==> src/rtl/isa_io_master_if.sv <==
// isa_io_master_if: request/response handshake and ISA bus lines
// between the cycle initiator and its controller/responders.
interface isa_io_master_if;
  logic        req_valid;
  logic        req_ready;
  logic        req_write;
  logic [15:0] req_addr;
  logic [7:0]  req_wdata;
  logic        rsp_valid;
  logic [7:0]  rsp_rdata;
  logic        rsp_timeout;
  logic [19:0] bus_a;
  logic        bus_ior_l;
  logic        bus_iow_l;
  logic        bus_aen;
  logic [7:0]  bus_d_out;
  logic        bus_d_oe;
  logic [7:0]  bus_d_in;
  logic        bus_rdy;

  modport master (
    input  req_valid,
    input  req_write,
    input  req_addr,
    input  req_wdata,
    input  bus_d_in,
    input  bus_rdy,
    output req_ready,
    output rsp_valid,
    output rsp_rdata,
    output rsp_timeout,
    output bus_a,
    output bus_ior_l,
    output bus_iow_l,
    output bus_aen,
    output bus_d_out,
    output bus_d_oe
  );

  modport slave (
    output req_valid,
    output req_write,
    output req_addr,
    output req_wdata,
    output bus_d_in,
    output bus_rdy,
    input  req_ready,
    input  rsp_valid,
    input  rsp_rdata,
    input  rsp_timeout,
    input  bus_a,
    input  bus_ior_l,
    input  bus_iow_l,
    input  bus_aen,
    input  bus_d_out,
    input  bus_d_oe
  );
endinterface

==> src/rtl/isa_io_master.sv <==
// isa_io_master: ISA IOR/IOW cycle initiator, programmable setup/strobe/hold.
// Define ISA_IO_TIMEOUT_EN to abort cycles stuck on bus_rdy low.
module isa_io_master #(
  parameter int SETUP_CYC   = 2,
  parameter int STROBE_CYC  = 6,
  parameter int HOLD_CYC    = 2,
  parameter int TIMEOUT_CYC = 255
) (
  input  logic clk,
  input  logic reset,
  isa_io_master_if.master io
);

  if (SETUP_CYC < 1 || STROBE_CYC < 3 ||
      HOLD_CYC < 1 || TIMEOUT_CYC < 1) begin : g_bad_param
    $error("isa_io_master: illegal timing parameter");
  end

  localparam int M1 =
    (SETUP_CYC > STROBE_CYC) ? SETUP_CYC : STROBE_CYC;
  localparam int CMAX = (M1 > HOLD_CYC) ? M1 : HOLD_CYC;
  localparam int CW = $clog2(CMAX + 1);

  typedef enum logic [1:0] {
    IDLE,
    SETUP,
    STROBE,
    HOLD
  } state_t;

  state_t      state;
  state_t      state_n;
  logic [CW-1:0] cnt;
  logic [CW-1:0] cnt_n;
  logic        accept;
  logic        fin;
  logic        wr_q;
  logic [15:0] a_q;
  logic [7:0]  wd_q;
  logic [7:0]  rdata_q;
  logic        rsp_q;

`ifdef ISA_IO_TIMEOUT_EN
  localparam int TW = $clog2(TIMEOUT_CYC + 1);
  logic [TW-1:0] wcnt;
  logic [TW-1:0] wcnt_n;
  logic        abort;
  logic        to_q;
`endif

  always_comb begin
    state_n = state;
    cnt_n   = cnt;
    accept  = 1'b0;
    fin     = 1'b0;
`ifdef ISA_IO_TIMEOUT_EN
    abort   = 1'b0;
    wcnt_n  = (state == STROBE) ? wcnt : '0;
`endif
    unique case (state)
      IDLE: begin
        if (io.req_valid) begin
          accept  = 1'b1;
          state_n = SETUP;
          cnt_n   = CW'(SETUP_CYC - 1);
        end
      end
      SETUP: begin
        if (cnt == '0) begin
          state_n = STROBE;
          cnt_n   = CW'(STROBE_CYC - 1);
        end else begin
          cnt_n = cnt - 1'b1;
        end
      end
      STROBE: begin
        // counter parks at zero while the responder holds bus_rdy low
        if (cnt != '0) begin
          cnt_n = cnt - 1'b1;
        end else if (io.bus_rdy) begin
          fin = 1'b1;
        end
`ifdef ISA_IO_TIMEOUT_EN
        else if (wcnt == TW'(TIMEOUT_CYC)) begin
          fin   = 1'b1;
          abort = 1'b1;
        end else begin
          wcnt_n = wcnt + 1'b1;
        end
`endif
        if (fin) begin
          state_n = HOLD;
          cnt_n   = CW'(HOLD_CYC - 1);
        end
      end
      HOLD: begin
        if (cnt == '0) begin
          state_n = IDLE;
        end else begin
          cnt_n = cnt - 1'b1;
        end
      end
      default: state_n = IDLE;
    endcase
  end

  always_ff @(posedge clk or posedge reset) begin
    if (reset) begin
      state   <= IDLE;
      cnt     <= '0;
      wr_q    <= 1'b0;
      a_q     <= '0;
      wd_q    <= '0;
      rdata_q <= '0;
      rsp_q   <= 1'b0;
    end else begin
      state <= state_n;
      cnt   <= cnt_n;
      rsp_q <= (state == HOLD) && (state_n == IDLE);
      if (accept) begin
        wr_q <= io.req_write;
        a_q  <= io.req_addr;
        wd_q <= io.req_wdata;
      end
      if (fin && !wr_q) begin
        rdata_q <= io.bus_d_in;
      end
`ifdef ISA_IO_TIMEOUT_EN
      if (abort) begin
        rdata_q <= 8'hFF;
      end
`endif
    end
  end

`ifdef ISA_IO_TIMEOUT_EN
  always_ff @(posedge clk or posedge reset) begin
    if (reset) begin
      wcnt <= '0;
      to_q <= 1'b0;
    end else begin
      wcnt <= wcnt_n;
      if (fin) begin
        to_q <= abort;
      end
    end
  end

  assign io.rsp_timeout = rsp_q & to_q;
`else
  assign io.rsp_timeout = 1'b0;
`endif

  assign io.req_ready = (state == IDLE);
  assign io.bus_aen   = (state == IDLE);
  assign io.bus_ior_l = !((state == STROBE) && !wr_q);
  assign io.bus_iow_l = !((state == STROBE) && wr_q);
  assign io.bus_d_oe  = (state != IDLE) && wr_q;
  assign io.bus_d_out = wd_q;
  assign io.bus_a     = {4'h0, a_q};
  assign io.rsp_valid = rsp_q;
  assign io.rsp_rdata = rdata_q;

endmodule

==> src/flat_wrapper.sv <==
// flat-port wrapper written by rule: the top's interface ports become plain ports
module isa_io_master_flat 
#(
  parameter int SETUP_CYC   = 2,
  parameter int STROBE_CYC  = 6,
  parameter int HOLD_CYC    = 2,
  parameter int TIMEOUT_CYC = 255
)
  (clk, reset, io_req_valid, io_req_write, io_req_addr, io_req_wdata, io_bus_d_in, io_bus_rdy, io_req_ready, io_rsp_valid, io_rsp_rdata, io_rsp_timeout, io_bus_a, io_bus_ior_l, io_bus_iow_l, io_bus_aen, io_bus_d_out, io_bus_d_oe);
  isa_io_master_if io_i ();
  input  logic clk;
  input  logic reset;
  input wire logic [$bits(io_i.req_valid)-1:0] io_req_valid;
  input wire logic [$bits(io_i.req_write)-1:0] io_req_write;
  input wire logic [$bits(io_i.req_addr)-1:0] io_req_addr;
  input wire logic [$bits(io_i.req_wdata)-1:0] io_req_wdata;
  input wire logic [$bits(io_i.bus_d_in)-1:0] io_bus_d_in;
  input wire logic [$bits(io_i.bus_rdy)-1:0] io_bus_rdy;
  output wire logic [$bits(io_i.req_ready)-1:0] io_req_ready;
  output wire logic [$bits(io_i.rsp_valid)-1:0] io_rsp_valid;
  output wire logic [$bits(io_i.rsp_rdata)-1:0] io_rsp_rdata;
  output wire logic [$bits(io_i.rsp_timeout)-1:0] io_rsp_timeout;
  output wire logic [$bits(io_i.bus_a)-1:0] io_bus_a;
  output wire logic [$bits(io_i.bus_ior_l)-1:0] io_bus_ior_l;
  output wire logic [$bits(io_i.bus_iow_l)-1:0] io_bus_iow_l;
  output wire logic [$bits(io_i.bus_aen)-1:0] io_bus_aen;
  output wire logic [$bits(io_i.bus_d_out)-1:0] io_bus_d_out;
  output wire logic [$bits(io_i.bus_d_oe)-1:0] io_bus_d_oe;
  assign io_i.req_valid = io_req_valid;
  assign io_i.req_write = io_req_write;
  assign io_i.req_addr = io_req_addr;
  assign io_i.req_wdata = io_req_wdata;
  assign io_i.bus_d_in = io_bus_d_in;
  assign io_i.bus_rdy = io_bus_rdy;
  assign io_req_ready = io_i.req_ready;
  assign io_rsp_valid = io_i.rsp_valid;
  assign io_rsp_rdata = io_i.rsp_rdata;
  assign io_rsp_timeout = io_i.rsp_timeout;
  assign io_bus_a = io_i.bus_a;
  assign io_bus_ior_l = io_i.bus_ior_l;
  assign io_bus_iow_l = io_i.bus_iow_l;
  assign io_bus_aen = io_i.bus_aen;
  assign io_bus_d_out = io_i.bus_d_out;
  assign io_bus_d_oe = io_i.bus_d_oe;
  isa_io_master #(.SETUP_CYC(SETUP_CYC), .STROBE_CYC(STROBE_CYC), .HOLD_CYC(HOLD_CYC), .TIMEOUT_CYC(TIMEOUT_CYC)) u_core (.clk(clk), .reset(reset), .io(io_i));
endmodule
==> config.mk <==
export PLATFORM = sky130hd
export DESIGN_NAME = isa_io_master_flat
export DESIGN_NICKNAME = d
export VERILOG_FILES = /design/src/rtl/isa_io_master_if.sv /design/src/rtl/isa_io_master.sv /design/src/flat_wrapper.sv
export SDC_FILE = /design/constraint.sdc
export NUM_CORES = 1
export LEC_CHECK = 0
export BUFFER_PORTS_ARGS = -buffer_cell sky130_fd_sc_hd__buf_2
export CORE_ASPECT_RATIO = 0.7
export CORE_UTILIZATION = 25
export DETAILED_ROUTE_END_ITERATION = 10
export PLACE_DENSITY = 0.55
export SYNTH_ARGS = -nofsm -noshare
export SYNTH_HDL_FRONTEND = slang
export SYNTH_SLANG_ARGS = --single-unit
==> constraint.sdc <==
create_clock -name clk -period 2 [get_ports clk]
set_input_delay 0 -clock clk [delete_from_list [all_inputs] [get_ports clk]]
set_output_delay 0 -clock clk [all_outputs]
set_load 0.03 [all_outputs]
# After elaboration in Yosys (flattened, before gate mapping)
# Index checks and enable logic that the tools add are counted.
[totals] register_bits=39 input_bits=37 out_inout_bits=43
[classes] reduce_logical=14 eq_ne=6 muxes=17 add_sub_neg=1
[op_table] operator="two-way mux 3 bit" count=5
[op_table] operator="one-hot mux 3 bit (4 select lines)" count=1
[op_table] operator="two-way mux 2 bit" count=4
[op_table] operator="one-hot mux 2 bit (4 select lines)" count=1
[op_table] operator="two-way mux 1 bit" count=6
[op_table] operator="logical AND 1 bit" count=5
[op_table] operator="equality test 2 bit, second input constant" count=2
[op_table] operator="zero test 2 bit" count=2
[op_table] operator="!= test 2 bit, second input constant" count=2
[op_table] operator="zero test 1 bit" count=3
[op_table] operator="zero test 3 bit" count=1
[op_table] operator="!= test 3 x 1 -> 1 bit, second input constant" count=1
[op_table] operator="AND reduction 3 bit" count=1
[op_table] operator="nonzero test 3 bit" count=1
[op_table] operator="subtractor 3 x 1 -> 3 bit, second input constant" count=1
[op_table] operator="equality test 2 x 1 -> 1 bit, second input constant" count=1
[op_table] operator="nonzero test 2 bit" count=1

# Depth between registers and ports, before layout
# Gate-level depths: netlist of the first run.
[logic_depth] depth_word=7 depth_mapped=6 mapped_depth_nobuf=5

# Worst setup path after synthesis of the first run
# Ideal clock, no wire load.
[synth_timing] path_type="register to register" from="register u_core.state[1]" to="register u_core.a_q[0]" setup_time_ps=125 path_stages_with_launch=7 synth_period_minus_slack_ps=1680 slack_ps=320 t_arrival_ps=1555 required_time_ps=1875 path_cell_list="dfrtp_1 > buf_6 > nor2_4 > and2_1 > buf_2 > buf_6 > mux2_2"
[synth_between] elab_chain_cells=2
[synth_lines] element="from (decl)" line="isa_io_master.sv:31" text="state_t state;"
[synth_lines] element="from (signal assigned)" line="isa_io_master.sv:117" text="state <= state_n;"
[synth_lines] element="zero test 2 bit"
[synth_lines] element="via io_bus_aen" line="flat_wrapper.sv:26" text="output wire logic [$bits(io_i.bus_aen)-1:0] io_bus_aen;"
[synth_lines] element="two-way mux 1 bit" line="isa_io_master.sv:60" text="unique case (state)"
[synth_lines] element="to (signal assigned)" line="isa_io_master.sv:122" text="a_q <= io.req_addr;"
[synth_lines] element="to (decl)" line="isa_io_master.sv:38" text="logic [15:0] a_q;"
# The timed path passes the listed nets, and every way through them passes these cells.
# A chain may end at the register's enable or synchronous reset.

# Worst setup path in the final report of the first run
[layout_timing] from="register u_core.state[1]" to="register u_core.rdata_q[3] (netlist: u_core.io.rsp_rdata[3])"
[layout_between] elab_chain_cells=3
[layout_lines] element="equality test 2 bit" line="isa_io_master.sv:60"
[layout_lines] element="two-way mux 1 bit" line="isa_io_master.sv:60"
[layout_lines] element="logical AND 1 bit" line="isa_io_master.sv:125" text="if (fin && !wr_q) begin"
[layout_lines] element="to (signal assigned)" line="isa_io_master.sv:126" text="rdata_q <= io.bus_d_in;"
[layout_lines] element="to (decl)" line="isa_io_master.sv:40" text="logic [7:0] rdata_q;"
# Every way passes these cells.

==> flow_metrics.env, run 1 <==
export IMPL_status="complete, no violations"
export IMPL_yosysMostFrequentCell="dfrtp_1"
export IMPL_hold_path_class="primary input to flip-flop"
export IMPL_stdcell_area_um2=2600
export IMPL_synth_flop_cell="dfrtp_1"
export IMPL_dieWidth_um=101
export IMPL_antenna_found_initial=0
export IMPL_yosysSeqAreaShare_pct=56.7
export IMPL_viasPerCell=3.91
export IMPL_p_sw_mw=1.69
export IMPL_cp_arrival_ns=1.84
export IMPL_avgSynthCellArea_um2=14.7
export IMPL_required_ns=2.17
export IMPL_cts_resized_gates=0
export IMPL_finalWirelength_um=3810
export IMPL_placed_area_um2=2150
export IMPL_synth_xor_area_share_pct=0.509
export IMPL_synth_top_family_by_area="multiplexers"
export IMPL_post_route_period_util_pct=83.6
export IMPL_reg2regPathDepth=3
export IMPL_grt_pass1_vias=1300
export IMPL_skew_ns=0.00503
export IMPL_insertedDiodeCount=0
export IMPL_root_buffer="clkbuf_8"
export IMPL_reg2reg_to="u_core.io.rsp_rdata[3]"
export IMPL_clockBufferDepth=2
export IMPL_fin_setup_tns_ns=0
export IMPL_yosys_area_top_type="dfrtp_1"
export IMPL_grt_busiest_layer="met2"
export IMPL_p_per_area_nw_per_um2=1540
export IMPL_synth_cell_area_um2=1720
export IMPL_fin_crit_ns=1.67
export IMPL_p_leak_nw=1.29
export IMPL_hold_viol_final=0
export IMPL_area_delta_synth_final_pct=51.1
export IMPL_yosys_top_cells_count="dfrtp_1 (39), mux2_2 (25), mux2_4 (8)"
export IMPL_num_rows=24
export IMPL_overflow=0
export IMPL_rsz0062_at_grt="no"
export IMPL_die_area_um2=7220
export IMPL_synth_simple_area_share_pct=7.56
export IMPL_drtPass1Iterations=4
export IMPL_crit_end="u_core.io.rsp_rdata[3]"
export IMPL_route_detailed_drc=0
export IMPL_yosysWarnings=0
export IMPL_max_cap_violations=0
export IMPL_nets=268
export IMPL_use_met2_pct=17.3
export IMPL_met3_usage_pct=2.83
export IMPL_core_um2=6430
export IMPL_h_tree_depth=2
export IMPL_synth_top_area_share_pct=56.7
export IMPL_r2r_start="u_core.state[1]"
export IMPL_grt_pass1_wl_um=6060
export IMPL_hpwlAfterDp_um=2460
export IMPL_fmax_ghz=0.598
export IMPL_portBuffers=74
export IMPL_grt_util_met1_pct=14.5
export IMPL_grt_max_degree=40
export IMPL_ys_ff_latch=39
export IMPL_intPower_mw=2.30
export IMPL_rrSetupSlack_ns=0.33
export IMPL_path_max_fanout=10
export IMPL_synth_compound_area_share_pct=2.98
export IMPL_p_total_mw=3.99
export IMPL_synth_fa_ha_area_share_pct=1.45
export IMPL_drv_slew=0
export IMPL_ant_nets=0
export IMPL_synthMuxAreaShare_pct=23.9
export IMPL_clk_latency_ns=0.28
export IMPL_cts_tree="yes"
export IMPL_io_pin_count=80
export IMPL_cp_end_kind="flip-flop"
export IMPL_drtIter0Drc=41
export IMPL_setup_ws_ns=0.329
export IMPL_place_gp_congestion=0.689
export IMPL_die_h_um=71.4
export IMPL_start_util_pct=26.8
export IMPL_track_usage_pct=11.1
export IMPL_cts_inserted_buffers=5
export IMPL_fillers=628
export IMPL_syn_inst=117
export IMPL_swShare_pct=42.3
export IMPL_cts_clk_slew_worst_paths_ns=0.08
export IMPL_place_ws_ns=0.335
export IMPL_seq_power_share_pct=35.3
export IMPL_finalSetupViolations=0
export IMPL_ir_drop_uv=622
export IMPL_cts_sinks=39
export IMPL_setup_worst_path_start_class="flip-flop"
export IMPL_synth_edf_count=0
export IMPL_crit_start="u_core.state[1]"
export IMPL_p_clk_share_pct=14.6
export IMPL_comb_power_share_pct=50.1
export IMPL_vias=1255
export IMPL_async_reset_ff_share_pct=100
export IMPL_crit_type="flip-flop to flip-flop"
export IMPL_synth_area_top_cells="dfrtp_1 (57%), mux2_2 (16%), mux2_4 (7.0%)"
export IMPL_ys_types=28
export IMPL_wl_per_cell_um=11.9
export IMPL_drive_above_1_share_pct=54.8
-- power groups by stage --
stage | combinational (mW) | clock (mW) | sequential, mW
finish | 2.00 | 0.581 | 1.41
global route | 2.14 | 0.654 | 1.47
global placement | 1.95 | 0 | 1.42
CTS | 2.02 | 0.622 | 1.41
detailed placement | 1.97 | 0 | 1.42
floorplan | 0.879 | 0 | 2.03
-- metrics by stage --
step                hold WS, ns  utilization, %  cells
floorplan                 0.148               -    121
CTS                      0.0260            40.4    321
global route             0.0542            40.4    321
finish                   0.0441            40.4    321
global placement          0.152            33.5    279
detailed placement        0.154            33.5    279
-- flip-flops by register name (all words and copies together) (netlist names) --
| register | count |
|---|---|
| u_core.a_q | 16 |
| u_core.cnt | 3 |
| u_core.io.bus_d_out | 8 |
| u_core.io.rsp_rdata | 8 |
| u_core.io.rsp_valid | 1 |
| u_core.state | 2 |
| u_core.wr_q | 1 |
-- layer usage --
metal / wire length [um] / up-vias
met4: 55 / 0
li1: - / 613
met1: 1870 / 590
met3: 211 / 5
met2: 1670 / 47
met5: 0 / -
-- worst max-delay path: stages (launching register included) --
cell and delay, ns:
dfrtp_1 0.54, or3b_4 0.46, nor2_8 0.23, mux2_4 0.32
-- area by class of cell --
class,count,area [um2],area share (%)
flip-flops and latches,39,976,37.6
clock buffers,7,96.3,3.71
inverters,5,18.8,0.722
well taps,91,114,4.38
clock inverters,1,7.51,0.289
multi-input cells,66,646,24.8
repair buffers,112,741,28.5
-- worst min path at each step --
| stage | from | to | slack (ns) | cells after the start |
|---|---|---|---|---|
| 3_5_place_dp | reset | u_core.wr_q | 0.15 | 3 |
| 5_1_grt | io_req_valid | u_core.cnt[2] | 0.05 | 3 |
| 4_1_cts | io_req_valid | u_core.cnt[2] | 0.03 | 3 |
| 3_3_place_gp | reset | u_core.io.rsp_valid | 0.15 | 3 |
| 2_1_floorplan | io_bus_d_in[0] | u_core.io.rsp_rdata[0] | 0.15 | 1 |
| 6_report | io_req_valid | u_core.cnt[2] | 0.04 | 3 |
-- placed cells by master (no fill, tap or decap), types with 4 or more instances in the layout --
cell,count
mux2_4,8
conb_1,5
mux2_2,25
dlygate4sd3_1,34
dfrtp_1,39
buf_4,4
clkbuf_8,7
buf_2,74
inv_1,5
-- logic make-up after synthesis --
family	after synthesis
other	1
flip-flops	39
XOR/XNOR	1
AO/OA/AOI/OAI	7
buffers and inverters	16
adder cells (fa/ha/maj)	2
multiplexers	34
AND/OR/NAND/NOR	17
-- timing repair --
action / 4_1_cts / 5_1_grt
endpoints found under the hold margin: 72 / 0
hold buffers: 34 / 0
setup buffers: 0 / 0
Power figures use the tool's default switching activity.
==> inputs of run 2 (changes only) <==
- clock period: 2 -> 1.6 ns (I/O delays scaled with it)
==> flow_metrics.env, run 2 (synthesis gave the netlist of run 1 again) <==
export IMPL_crit_path_cell_trace="or3b_4 > nor2_8 > mux2_4"
export IMPL_vias=1280
export IMPL_die_area_um2=7220
export IMPL_fin_crit_ns=1.55
export IMPL_crit_slowest_cell="or3b_4"
export IMPL_ant_nets=0
export IMPL_final_cell_mix="buf_2 (74), dfrtp_1 (39), dlygate4sd3_1 (34), mux2_2 (25), mux2_4 (8)"
export IMPL_drtPass1Iterations=4
export IMPL_fillers=624
export IMPL_antenna_found_initial=0
export IMPL_grt_pass1_vias=1260
export IMPL_crit_cells=3
export IMPL_seq_power_share_pct=34.7
export IMPL_wl_per_cell_um=12.0
export IMPL_grt_pass1_wl_um=5960
export IMPL_reg2regPathDepth=3
export IMPL_setup_worst_path_start_class="flip-flop"
export IMPL_top_register="u_core.a_q"
export IMPL_cts_tree="yes"
export IMPL_post_route_period_util_pct=96.8
export IMPL_crit_type="flip-flop to flip-flop"
export IMPL_max_cap_violations=0
export IMPL_status="complete, no violations"
export IMPL_hold_path_depth=3
export IMPL_clockBufferDepth=2
export IMPL_rsz0062_at_grt="no"
export IMPL_drv_slew=0
export IMPL_final_common_cell="buf_2"
export IMPL_h_tree_depth=2
export IMPL_cp_arrival_ns=1.72
export IMPL_regArea_um2=976
export IMPL_cp_end_kind="flip-flop"
export IMPL_p_total_mw=5.01
export IMPL_hpwlAfterDp_um=2530
export IMPL_cts_clk_slew_worst_paths_ns=0.08
export IMPL_path_buf_inv=0
export IMPL_p_leak_nw=1.31
export IMPL_required_ns=1.77
export IMPL_p_sw_mw=2.14
export IMPL_die_h_um=71.4
export IMPL_hold_path_class="primary input to flip-flop"
export IMPL_area_delta_synth_final_pct=53.3
export IMPL_hold_viol_final=0
export IMPL_fmax_ghz=0.646
export IMPL_start_util_pct=26.8
export IMPL_track_usage_pct=10.9
export IMPL_stdcell_area_um2=2640
export IMPL_nets=272
export IMPL_drive_above_1_share_pct=55.6
export IMPL_final_core_util_pct=41.0
export IMPL_io_pin_count=80
export IMPL_dieWidth_um=101
export IMPL_insertedDiodeCount=0
export IMPL_finalSetupViolations=0
export IMPL_cp_top_family="simple AND/OR/NAND/NOR gates"
export IMPL_swShare_pct=42.8
export IMPL_place_gp_congestion=0.732
export IMPL_overflow=0
export IMPL_route_detailed_drc=0
export IMPL_p_clk_share_pct=12.8
export IMPL_cts_inserted_buffers=5
export IMPL_comb_power_share_pct=52.5
export IMPL_multi_input_area_um2=648
export IMPL_intPower_mw=2.87
export IMPL_viasPerCell=3.94
export IMPL_finalWirelength_um=3900
export IMPL_largest_register_ffs=16
export IMPL_clk_latency_ns=0.28
export IMPL_drtIter0Drc=10
export IMPL_slowest_delay_ns=0.45
export IMPL_core_um2=6430
export IMPL_grt_max_degree=32
export IMPL_p_per_area_nw_per_um2=1900
export IMPL_path_max_fanout=8
export IMPL_portBuffers=74
export IMPL_num_rows=24
export IMPL_skew_ns=0.00353
export IMPL_ir_drop_uv=579
export IMPL_cts_sinks=39
export IMPL_placed_area_um2=2200
export IMPL_root_buffer="clkbuf_8"
run 2: final cells by class:
cell class	count	area share, %
sequential	39	37.0
clock buffer	6	2.75
inverter	5	0.712
multi-input combinational	66	24.6
timing repair buffer	116	30.2
clock inverter	2	0.474
tap	91	4.32
run 2: path summary, 6_finish.rpt:
| check | from | end | slack (ns) |
|---|---|---|---|
| max | u_core.state[0] | u_core.io.rsp_rdata[0] | 0.05 |
| min | io_req_valid | u_core.cnt[2] | 0.07 |
| max reg2reg | u_core.state[0] | u_core.io.rsp_rdata[0] | 0.05 |
| min reg2reg | u_core.cnt[0] | u_core.cnt[0] | 0.48 |
| max in group asynchronous | reset | u_core.a_q[5] | 0.85 |
| min in group asynchronous | reset | u_core.wr_q | 0.24 |
run 2: worst register-to-register path: cells and delay by family, from the launching register on:
family / cells / cell delay, ns
muxes: 1 / 0.32
DFF: 1 / 0.44
and+or+nand+nor: 2 / 0.68
run 2: power groups by stage:
stage	registers [mW]	logic [mW]	clock network, mW
2_1_floorplan	2.54	1.11	0
3_3_place_gp	1.76	2.54	0
3_5_place_dp	1.75	2.56	0
4_1_cts	1.74	2.62	0.694
5_1_grt	1.80	2.80	0.727
6_report	1.74	2.63	0.641
run 2: timing repair:
action,4_1_cts,5_1_grt
setup endpoints to repair,0,8
endpoints found under the hold margin,41,0
buffers inserted,0,1
gates resized for setup,0,1
hold buffers,34,0
run 2: per-stage QoR:
step           hold WS (ns)  setup WS, ns  TNS [ns]  cells
2_1_floorplan         0.148       -0.0302    -0.604    121
3_3_place_gp        0.00146        0.0681         0    282
3_5_place_dp        0.00165        0.0540         0    282
4_1_cts              0.0552        0.0423         0    324
5_1_grt              0.0698       0.00632         0    325
6_report             0.0690        0.0516         0    325
run 2: routing by layer:
layer	track usage (%)	up-vias	part of all wire, %
met5	0	-	0
met4	4.35	0	0.87
met3	2.54	2	6.6
met2	17.4	58	42
met1	14.3	592	50
li1	-	628	-
==> inputs of run 3 (changes only) <==
- MAX_ROUTING_LAYER: not set -> met4
==> flow_metrics.env, run 3 (synthesis gave the netlist of run 1 again) <==
export IMPL_status="complete, no violations"
export IMPL_hpwlAfterDp_um=2530
export IMPL_antenna_found_initial=0
export IMPL_skew_ns=0.00433
export IMPL_max_cap_violations=0
export IMPL_vias=1280
export IMPL_drtPass1Iterations=3
export IMPL_fin_setup_tns_ns=0
export IMPL_fillers=624
export IMPL_cts_sinks=39
export IMPL_core_um2=6430
export IMPL_slowest_delay_ns=0.45
export IMPL_place_ws_ns=0.0540
export IMPL_final_cell_mix="buf_2 (74), dfrtp_1 (39), dlygate4sd3_1 (34), mux2_2 (25), mux2_4 (8)"
export IMPL_num_rows=24
export IMPL_overflow=0
export IMPL_p_leak_nw=1.31
export IMPL_crit_type="flip-flop to flip-flop"
export IMPL_fin_crit_ns=1.55
export IMPL_final_common_cell="buf_2"
export IMPL_top_register="u_core.a_q"
export IMPL_setup_ws_ns=0.0514
export IMPL_viasPerCell=3.94
export IMPL_fin_hold_ws_ns=0.0659
export IMPL_root_buffer="clkbuf_8"
export IMPL_post_route_period_util_pct=96.8
export IMPL_p_per_area_nw_per_um2=1900
export IMPL_portBuffers=74
export IMPL_setup_worst_path_start_class="flip-flop"
export IMPL_ant_nets=0
export IMPL_clockBufferDepth=2
export IMPL_crit_slowest_cell="or3b_4"
export IMPL_cp_arrival_ns=1.72
export IMPL_die_h_um=71.4
export IMPL_nets=272
export IMPL_area_delta_synth_final_pct=53.3
export IMPL_path_max_fanout=8
export IMPL_route_detailed_drc=0
export IMPL_cts_inserted_buffers=5
export IMPL_hold_viol_final=0
export IMPL_insertedDiodeCount=0
export IMPL_fmax_ghz=0.646
export IMPL_drv_slew=0
export IMPL_h_tree_depth=2
export IMPL_start_util_pct=26.8
export IMPL_finalWirelength_um=3890
export IMPL_wl_per_cell_um=12.0
export IMPL_required_ns=1.77
export IMPL_grt_max_degree=32
export IMPL_grt_pass1_vias=1260
export IMPL_io_pin_count=80
export IMPL_cts_tree="yes"
export IMPL_cp_end_kind="flip-flop"
export IMPL_cts_clk_slew_worst_paths_ns=0.08
export IMPL_dieWidth_um=101
export IMPL_drtIter0Drc=8
export IMPL_die_area_um2=7220
export IMPL_place_gp_congestion=0.740
export IMPL_largest_register_ffs=16
export IMPL_crit_path_cell_trace="or3b_4 > nor2_8 > mux2_4"
export IMPL_ir_drop_uv=579
export IMPL_p_total_mw=5.01
export IMPL_grt_pass1_wl_um=5980
export IMPL_finalSetupViolations=0
export IMPL_rsz0062_at_grt="no"
export IMPL_clk_latency_ns=0.28
export IMPL_hold_path_class="primary input to flip-flop"
export IMPL_track_usage_pct=11.2
export IMPL_drive_above_1_share_pct=55.6
export IMPL_final_core_util_pct=41.0
[run 3: through the flow]
step	cells	cell area, um2
floorplan	121	1740
global placement	282	2200
detailed placement	282	2200
CTS	324	2630
global route	325	2640
finish	325	2640
[run 3: power by group]
part / switching (mW) / internal, mW / leakage [nW]
logic: 1.54 / 1.09 / 0.787
registers: 0.268 / 1.47 / 0.477
clock network: 0.337 / 0.305 / 0.0412
[run 3: area by class of cell]
| class | instances | area (um2) | share of cell area (%) |
|---|---|---|---|
| tap | 91 | 114 | 4.32 |
| clock buffer | 6 | 72.6 | 2.75 |
| sequential | 39 | 976 | 37.0 |
| clock inverter | 2 | 12.5 | 0.474 |
| timing repair buffer | 116 | 796 | 30.2 |
| multi-input combinational | 66 | 648 | 24.6 |
| inverter | 5 | 18.8 | 0.712 |
[run 3: worst max-delay path, delay by kind of cell, from the launching register on]
family           cells  cell delay [ns]
multiplexers         1             0.32
AND/OR/NAND/NOR      2             0.68
flip-flops           1             0.44
[run 3: worst paths after layout]
kind,from,endpoint,slack (ns),depth (start not counted)
worst max-delay path,u_core.state[0],u_core.io.rsp_rdata[0],0.05,3
worst min-delay path,io_req_valid,u_core.cnt[2],0.07,3
worst max register to register,u_core.state[0],u_core.io.rsp_rdata[0],0.05,3
worst min register to register,u_core.cnt[0],u_core.cnt[0],0.48,1
max in group asynchronous,reset,u_core.a_q[5],0.85,4
min in group asynchronous,reset,u_core.wr_q,0.24,3
[run 3: what timing repair did]
| item | CTS | global route |
|---|---|---|
| hold buffers | 34 | 0 |
| gates resized for setup | 0 | 1 |
| buffers inserted | 0 | 1 |
| hold endpoints to repair | 41 | 0 |
| endpoints found under the setup margin | 0 | 8 |
[run 3: per-layer routing]
| layer | routed length, um | GRT usage (%) |
|---|---|---|
| met4 | 23 | 4.35 |
| met2 | 1650 | 17.4 |
| met3 | 266 | 2.54 |
| met1 | 1950 | 14.3 |
| met5 | 0 | - |
